### src/rtl/seq_restoring_divider_if.sv
// Operand/result handshake bundle for seq_restoring_divider.
//   in_valid/in_ready   operand pair handshake (dividend, divisor)
//   out_valid/out_ready result handshake (quotient, remainder, div_zero)
// slave modport is the divider side, master is the requester side.
interface seq_restoring_divider_if #(
   parameter int N_W = 8,
   parameter int D_W = 4
);
   logic           in_valid;
   logic           in_ready;
   logic [N_W-1:0] dividend;
   logic [D_W-1:0] divisor;
   logic           out_valid;
   logic           out_ready;
   logic [N_W-1:0] quotient;
   logic [D_W-1:0] remainder;
   logic           div_zero;

   modport slave (
      input  in_valid, dividend, divisor, out_ready,
      output in_ready, out_valid, quotient, remainder, div_zero
   );

   modport master (
      output in_valid, dividend, divisor, out_ready,
      input  in_ready, out_valid, quotient, remainder, div_zero
   );
endinterface

### src/rtl/seq_restoring_divider.sv
// Sequential unsigned restoring divider, one quotient bit per clock.
//   clk    rising-edge clock
//   rst_n  asynchronous active-low reset
//   bus    seq_restoring_divider_if.slave: operand handshake in,
//          quotient/remainder/div_zero result handshake out
//
// state | meaning
// IDLE  | in_ready high, waiting for an operand pair
// CALC  | shifting/subtracting, one quotient bit per cycle
// DONE  | result held with out_valid high until out_ready
module seq_restoring_divider #(
   parameter int N_W = 8,
   parameter int D_W = 4
) (
   input  logic                    clk,
   input  logic                    rst_n,
   seq_restoring_divider_if.slave  bus
);
   localparam int CNT_W = $clog2(N_W + 1);

   typedef enum logic [1:0] {IDLE, CALC, DONE} state_t;

   state_t         state;
   logic [N_W-1:0] n_work;
   logic [D_W-1:0] d_work;
   logic [D_W-1:0] r_work;
   logic [N_W-1:0] q_work;
   logic [CNT_W-1:0] count;

   logic           in_ready_q;
   logic           out_valid_q;
   logic [N_W-1:0] quotient_q;
   logic [D_W-1:0] remainder_q;
   logic           div_zero_q;

   // The partial remainder is always below the divisor, so it fits in D_W
   // bits between steps; only the shifted trial value needs the extra bit.
   logic [D_W:0]   trial;
   logic           fits;
   logic [D_W-1:0] r_next;
   logic [N_W-1:0] q_next;

   always_comb begin
      trial  = {r_work, n_work[N_W-1]};
      fits   = trial >= {1'b0, d_work};
      r_next = fits ? D_W'(trial - {1'b0, d_work}) : trial[D_W-1:0];
      q_next = {q_work[N_W-2:0], fits};
   end

   always_ff @(posedge clk or negedge rst_n) begin
      if (!rst_n) begin
         state       <= IDLE;
         n_work      <= '0;
         d_work      <= '0;
         r_work      <= '0;
         q_work      <= '0;
         count       <= '0;
         in_ready_q  <= 1'b1;
         out_valid_q <= 1'b0;
         quotient_q  <= '0;
         remainder_q <= '0;
         div_zero_q  <= 1'b0;
      end else begin
         case (state)
            IDLE: begin
               if (bus.in_valid) begin
                  n_work     <= bus.dividend;
                  d_work     <= bus.divisor;
                  in_ready_q <= 1'b0;
                  if (bus.divisor != '0) begin
                     r_work <= '0;
                     q_work <= '0;
                     count  <= CNT_W'(N_W);
                     state  <= CALC;
                  end else begin
                     quotient_q  <= '1;
                     remainder_q <= '0;
                     div_zero_q  <= 1'b1;
                     out_valid_q <= 1'b1;
                     state       <= DONE;
                  end
               end
            end
            CALC: begin
               r_work <= r_next;
               q_work <= q_next;
               n_work <= n_work << 1;
               count  <= count - CNT_W'(1);
               if (count == CNT_W'(1)) begin
                  quotient_q  <= q_next;
                  remainder_q <= r_next;
                  div_zero_q  <= 1'b0;
                  out_valid_q <= 1'b1;
                  state       <= DONE;
               end
            end
            DONE: begin
               if (bus.out_ready) begin
                  out_valid_q <= 1'b0;
                  div_zero_q  <= 1'b0;
                  in_ready_q  <= 1'b1;
                  state       <= IDLE;
               end
            end
            default: begin
               in_ready_q  <= 1'b1;
               out_valid_q <= 1'b0;
               state       <= IDLE;
            end
         endcase
      end
   end

   assign bus.in_ready  = in_ready_q;
   assign bus.out_valid = out_valid_q;
   assign bus.quotient  = quotient_q;
   assign bus.remainder = remainder_q;
   assign bus.div_zero  = div_zero_q;
endmodule
### src/flat_wrapper.sv
// flat-port wrapper written by rule: the top's interface ports become plain ports
module seq_restoring_divider_flat 
#(
   parameter int N_W = 8,
   parameter int D_W = 4
)
  (clk, rst_n, bus_in_valid, bus_dividend, bus_divisor, bus_out_ready, bus_in_ready, bus_out_valid, bus_quotient, bus_remainder, bus_div_zero);
  seq_restoring_divider_if #(.N_W(N_W), .D_W(D_W)) bus_i ();
  input  logic clk;
  input  logic rst_n;
  input wire logic [$bits(bus_i.in_valid)-1:0] bus_in_valid;
  input wire logic [$bits(bus_i.dividend)-1:0] bus_dividend;
  input wire logic [$bits(bus_i.divisor)-1:0] bus_divisor;
  input wire logic [$bits(bus_i.out_ready)-1:0] bus_out_ready;
  output wire logic [$bits(bus_i.in_ready)-1:0] bus_in_ready;
  output wire logic [$bits(bus_i.out_valid)-1:0] bus_out_valid;
  output wire logic [$bits(bus_i.quotient)-1:0] bus_quotient;
  output wire logic [$bits(bus_i.remainder)-1:0] bus_remainder;
  output wire logic [$bits(bus_i.div_zero)-1:0] bus_div_zero;
  assign bus_i.in_valid = bus_in_valid;
  assign bus_i.dividend = bus_dividend;
  assign bus_i.divisor = bus_divisor;
  assign bus_i.out_ready = bus_out_ready;
  assign bus_in_ready = bus_i.in_ready;
  assign bus_out_valid = bus_i.out_valid;
  assign bus_quotient = bus_i.quotient;
  assign bus_remainder = bus_i.remainder;
  assign bus_div_zero = bus_i.div_zero;
  seq_restoring_divider #(.N_W(N_W), .D_W(D_W)) u_core (.clk(clk), .rst_n(rst_n), .bus(bus_i));
endmodule
### config.mk
export PLATFORM = sky130hd
export DESIGN_NAME = seq_restoring_divider_flat
export DESIGN_NICKNAME = d
export VERILOG_FILES = /design/src/rtl/seq_restoring_divider_if.sv /design/src/rtl/seq_restoring_divider.sv /design/src/flat_wrapper.sv
export SDC_FILE = /design/constraint.sdc
export NUM_CORES = 1
export LEC_CHECK = 0
export BUFFER_PORTS_ARGS = -buffer_cell sky130_fd_sc_hd__buf_2
export CORE_ASPECT_RATIO = 1.1
export CORE_UTILIZATION = 50
export DETAILED_ROUTE_END_ITERATION = 6
export GPL_TIMING_DRIVEN = 0
export PLACE_DENSITY = 0.76
export SLEW_MARGIN = 20
export SYNTH_ARGS = -nofsm -noshare
export SYNTH_HDL_FRONTEND = slang
export SYNTH_SLANG_ARGS = --single-unit
export TNS_END_PERCENT = 5
### constraint.sdc
create_clock -name clk -period 4.4 [get_ports clk]
set_clock_uncertainty 0.05 [all_clocks]
set_input_delay 0 -clock clk [delete_from_list [all_inputs] [get_ports clk]]
set_output_delay 0 -clock clk [all_outputs]
set_load 0.1 [all_outputs]
After elaboration in Yosys (flattened, before gate mapping). Index checks and enable logic that the tools add are counted.

Flip-flop bits (word level): 44. Output and inout port bits: 15. Logic and storage cells: 70.

Add/sub/neg operators: 2. $lt $le $gt $ge: 1. Eq/ne operators: 8. Multiplexer cells: 35. Bitwise logic cells: 1. Reductions and logical operators: 12.

Operators by type and width (count): $mux 4 (8); $mux 8 (4); $pmux 8 s2 (2); $pmux 4 s2 (3); $mux 7 (2); $pmux 7 s2 (1); $pmux 1 s3 (3); $reduce_and 3->1 (3); $mux 2 (4); $reduce_and 4->1 (2); $mux 1 (7); $ne 2x2->1 const B (3); $pmux 2 s3 (1); $ge 5x4->1 (1); $reduce_and 5->1 (1); $eq 4x1->1 const B (1); $ne 2x1->1 const B (2); $reduce_and 2->1 (2); $reduce_bool 4->1 (1); $sub 4x1->4 const B (1); $sub 4x4->4 (1); $reduce_bool 3->1 (1); $eq 2x1->1 const B (1); $eq 2x2->1 const B (1); other kinds (3) (3).

Logic depth before layout (Yosys ltp).
Word-level depth: 4. Gate-level depth with buffers: 8. Gate-level depth less buffers: 7.

Worst setup path before layout. Ideal clock, no wire load.

Kind: register to register. Start point: register u_core.r_work[1]. End point: register u_core.r_work[1]. Library setup time: 0.083 ns. Data arrival time: 1.781 ns. Required time: 4.267 ns. Path slack: 2.487 ns. Cell stages (with the launch flop): 7. Period minus slack after synthesis: 1.913 ns. Cells stage by stage: dfrtp_1 ha_1 a21oi_1 o21ai_1 a21boi_2 mux2_2 o21ai_0.

Longest elaborated chain between the ends: 3.

RTL lines: start: declaration (line seq_restoring_divider.sv:26) `logic [D_W-1:0] r_work;`; start signal: assignment (line seq_restoring_divider.sv:85) `r_work <= r_next;`; $ge 5x4->1 (line seq_restoring_divider.sv:45) `fits = trial >= {1'b0, d_work};`; $mux 4 (line seq_restoring_divider.sv:46) `r_next = fits ? D_W'(trial - {1'b0, d_work}) : trial[D_W-1:0];`; $pmux 4 s2 (line seq_restoring_divider.sv:64) `case (state)`.

Every way passes these cells. A chain may end at the register's enable or synchronous reset.

Worst setup path after layout.
Start point: register u_core.r_work[1]. End point: register u_core.remainder_q[0], in the netlist u_core.bus.remainder[0].

Longest elaborated chain between the ends: 4.

RTL lines: $ge 5x4->1 (line seq_restoring_divider.sv:45); $mux 4 (line seq_restoring_divider.sv:46); $mux 4 (line seq_restoring_divider.sv:89) `if (count == CNT_W'(1)) begin`; $pmux 4 s2 (line seq_restoring_divider.sv:64); end signal: assignment (line seq_restoring_divider.sv:91) `remainder_q <= r_next;`; end: declaration (line seq_restoring_divider.sv:33) `logic [D_W-1:0] remainder_q;`.

Every way passes these cells. The select of a mux whose other input is x is not followed.

==> flow_metrics.py <==
metrics = {
    "synthesis": {
        "syn_area_mm2": 0.002248,
        "avgSynthCellArea_um2": 9.993,
        "synthSimpleGateAreaFrac": 0.1308,
        "yosysTopAreaCell": "dfrtp_1",
        "synth.distinct_cells": 40,
        "synthMuxAreaShare": 0.05454,
        "synth_most_common_cell": "dfrtp_1",
        "synth_seq_area_share": 0.4903,
        "synth_commonest_cells": "dfrtp_1, nand2_1, inv_1, o21ai_0",
        "yosys_warnings": 0,
        "async_flop_share": 1.000,
        "synth_fa_ha_area_frac": 0.06455,
        "synth_area_leaders": "dfrtp_1, ha_1, o21ai_0",
        "synth_edf_count": 0,
        "synth_flop_cell": "dfrtp_1",
        "synth-seq-cells": 44,
        "synth.top_cell.area_share": 0.4786,
        "synth_xor_area_frac": 0.003895,
        "synth.net_count": 252,
        "synth_top_family_by_area": "compound AO/OA/AOI/OAI gates",
        "synth_compound_area_frac": 0.1942,
        "synthCells": 225,
    },
    "run": {
        "cap_violations": 0,
    },
    "final_layout": {
        "areaGrowthSynthToFinish_pct": 19.09,
        "multi_input_area_mm2": 0.001007,
        "nFillCells": 362,
        "nets": 300,
        "drive_above_1_share": 0.2125,
        "regArea_mm2": 0.001102,
        "antenna_cells": 0,
    },
    "cts": {
        "clk_latency_ns": 0.29,
        "cts_sinks": 44,
        "cts.clk_slew.worst_paths_ns": 0.08,
        "htreeDepth": 2,
        "cts_tree": "done",
        "clockRootBuffer": "clkbuf_8",
        "clock_path_buffers": 2,
        "cts_setup_buffers": 0,
        "cts_made_buffers": 5,
    },
    "global_route": {
        "use_met3": 0.05031,
        "grt_max_degree": 45,
        "grtUsageMet2": 0.3673,
        "gr-usage-met1": 0.2733,
        "grt_pass1_vias": 1750,
        "grt.overflow.total": 0,
        "grt_pass1_wl_mm": 7.900,
        "top_usage_layer": "met2",
        "grt_usage": 0.2145,
        "antenna_found_initial": 0,
    },
    "placement": {
        "place_hpwl_mm": 3.167,
        "io_buffers": 29,
        "finalWeightedCongestion": 0.7561,
    },
    "setup_path": {
        "crit_path_start_kind": "flop",
        "cp_cell_sequence": "ha_1, a21oi_1, o21ai_1, a21boi_2, mux2_2, o21ai_0",
        "cp_data_required_time_ns": 4.56,
        "critPathMaxFanout": 5,
        "worst_path_max_delay_cell": "dfrtp_1",
        "cp-end-kind": "flop",
        "cpPeakStageDelay_ns": 0.42,
        "worst-r2r-cell-count": 6,
        "critical_path.top_delay_family": "compound AO/OA/AOI/OAI gates",
        "path_class": "reg -> reg",
        "crit_arrival_ns": 2.35,
        "cp.depth": 6,
        "crit_buf_inv": 0,
    },
    "die": {
        "fp.coreArea_mm2": 0.004317,
        "initial_core_util": 0.5209,
        "fp.dieH_um": 72.33,
        "fp.dieArea_mm2": 0.004769,
        "die_w_um": 65.94,
        "ios": 31,
        "rows": 25,
    },
    "detailed_routing": {
        "first_pass_iters": 4,
        "vias": 1803,
        "drt-initial-drc-count": 91,
        "wirelength_mm": 4.574,
        "routed_via_density": 5.514,
        "antenna_left": 0,
        "wl_per_cell_um": 13.99,
        "drc": 0,
    },
    "sta": {
        "period_share": 0.4972,
        "tns_ns": 0,
        "tightest_slew_ns": 0.9684,
        "relSlewSlack": 0.3544,
        "setup_violations": 0,
        "fmax_mhz": 457.1,
        "report.final.slew_viol_count": 0,
        "hold_viol": 0,
        "fin_crit_ns": 2.188,
        "rsz0062_at_grt": "no",
    },
    "hold_path": {
        "hold_class": "in -> reg",
        "hold_depth": 4,
    },
    "status": {
        "status": "complete, no violations",
    },
}
## registers in the layout (all words and copies together), names as in the netlist
name,count
u_core.bus.quotient,8
u_core.n_work,8
u_core.q_work,7
u_core.bus.remainder,4
u_core.count,4
u_core.d_work,4
u_core.r_work,4
u_core.state,2
u_core.bus.div_zero,1
u_core.bus.in_ready,1
u_core.bus.out_valid,1
## cell type report
class | instances | area share
Multi-Input combinational cell | 150 | 0.3762
Tap cell | 54 | 0.02523
Timing Repair Buffer | 41 | 0.09907
Buffer | 10 | 0.02243
Inverter | 21 | 0.02944
Sequential cell | 44 | 0.4117
Clock buffer | 7 | 0.03598
## cells in the final DEF, fill, tap and decap left out, types with 2 or more instances in the layout
cell type | synthesis | final
a21oi_1 | 14 | 14
dfrtp_1 | 43 | 43
dlygate4sd3_1 | 0 | 12
a31oi_1 | 8 | 8
nor2_1 | 10 | 10
nor2b_1 | 3 | 3
nand2_1 | 23 | 23
nand3_1 | 4 | 4
nor3b_1 | 2 | 2
clkbuf_1 | 3 | 3
nand3b_1 | 2 | 2
a21boi_2 | 2 | 2
buf_4 | 3 | 3
ha_1 | 10 | 10
buf_2 | 3 | 32
o31ai_1 | 8 | 8
inv_1 | 20 | 20
clkbuf_8 | 0 | 7
o21ai_0 | 20 | 20
o22ai_1 | 14 | 14
mux2_2 | 8 | 8
nor3_1 | 2 | 2
nand2b_1 | 4 | 4
## metrics by stage
stage / area [µm²] / instances / util / hold WS, ns / setup WS, ns
after detailed placement: 2461 / 308 / 0.5701 / 0.1625 / 2.242
after global placement: 2461 / 308 / 0.5701 / 0.1581 / 2.301
final: 2678 / 327 / 0.6203 / 0.02143 / 2.212
after CTS: 2678 / 327 / 0.6203 / 0.01448 / 2.228
after global routing: 2678 / 327 / 0.6203 / 0.1029 / 2.052
after floorplan: 2248 / 225 / - / -0.3456 / 2.487
## timing repair
item                                   in CTS  in global routing
hold buffers                               12                  0
resized for setup                           0                  0
endpoints found under the hold margin      54                  0
## routing by layer
metal  up-vias  part of all wire
li1        885                 -
met1       862              0.46
met2        50              0.48
met3         6             0.044
met4         0             0.012
met5         -                 0
## path summary, 6_finish.rpt
| kind | end | startpoint | slack [ns] |
|---|---|---|---|
| worst max-delay path | u_core.bus.remainder[0] | u_core.r_work[1] | 2.21 |
| worst min-delay path | u_core.bus.in_ready | bus_in_valid | 0.02 |
| worst max register to register | u_core.bus.remainder[0] | u_core.r_work[1] | 2.21 |
| worst min register to register | u_core.q_work[6] | u_core.q_work[6] | 0.43 |
| max in group asynchronous | u_core.q_work[3] | rst_n | 3.35 |
| min in group asynchronous | u_core.bus.quotient[2] | rst_n | 0.35 |
## cells by family (layout without fill, tap and decap cells)
group,Yosys count,count (layout)
AND/OR/NAND/NOR,56,56
XOR/XNOR,1,1
buffers and inverters,31,79
adder cells (fa/ha/maj),11,11
flip-flops,44,44
AO/OA/AOI/OAI,72,72
multiplexers,10,10
## worst min-delay path: cells and delay by family
family / cells / cell delay [ns]
compound gates: 1 / 0.07
simple gates: 2 / 0.12
buf+inv: 1 / 0.17
Power is not shown: default switching activity piles up to over one toggle a cycle in this logic, so the estimate is an artifact.
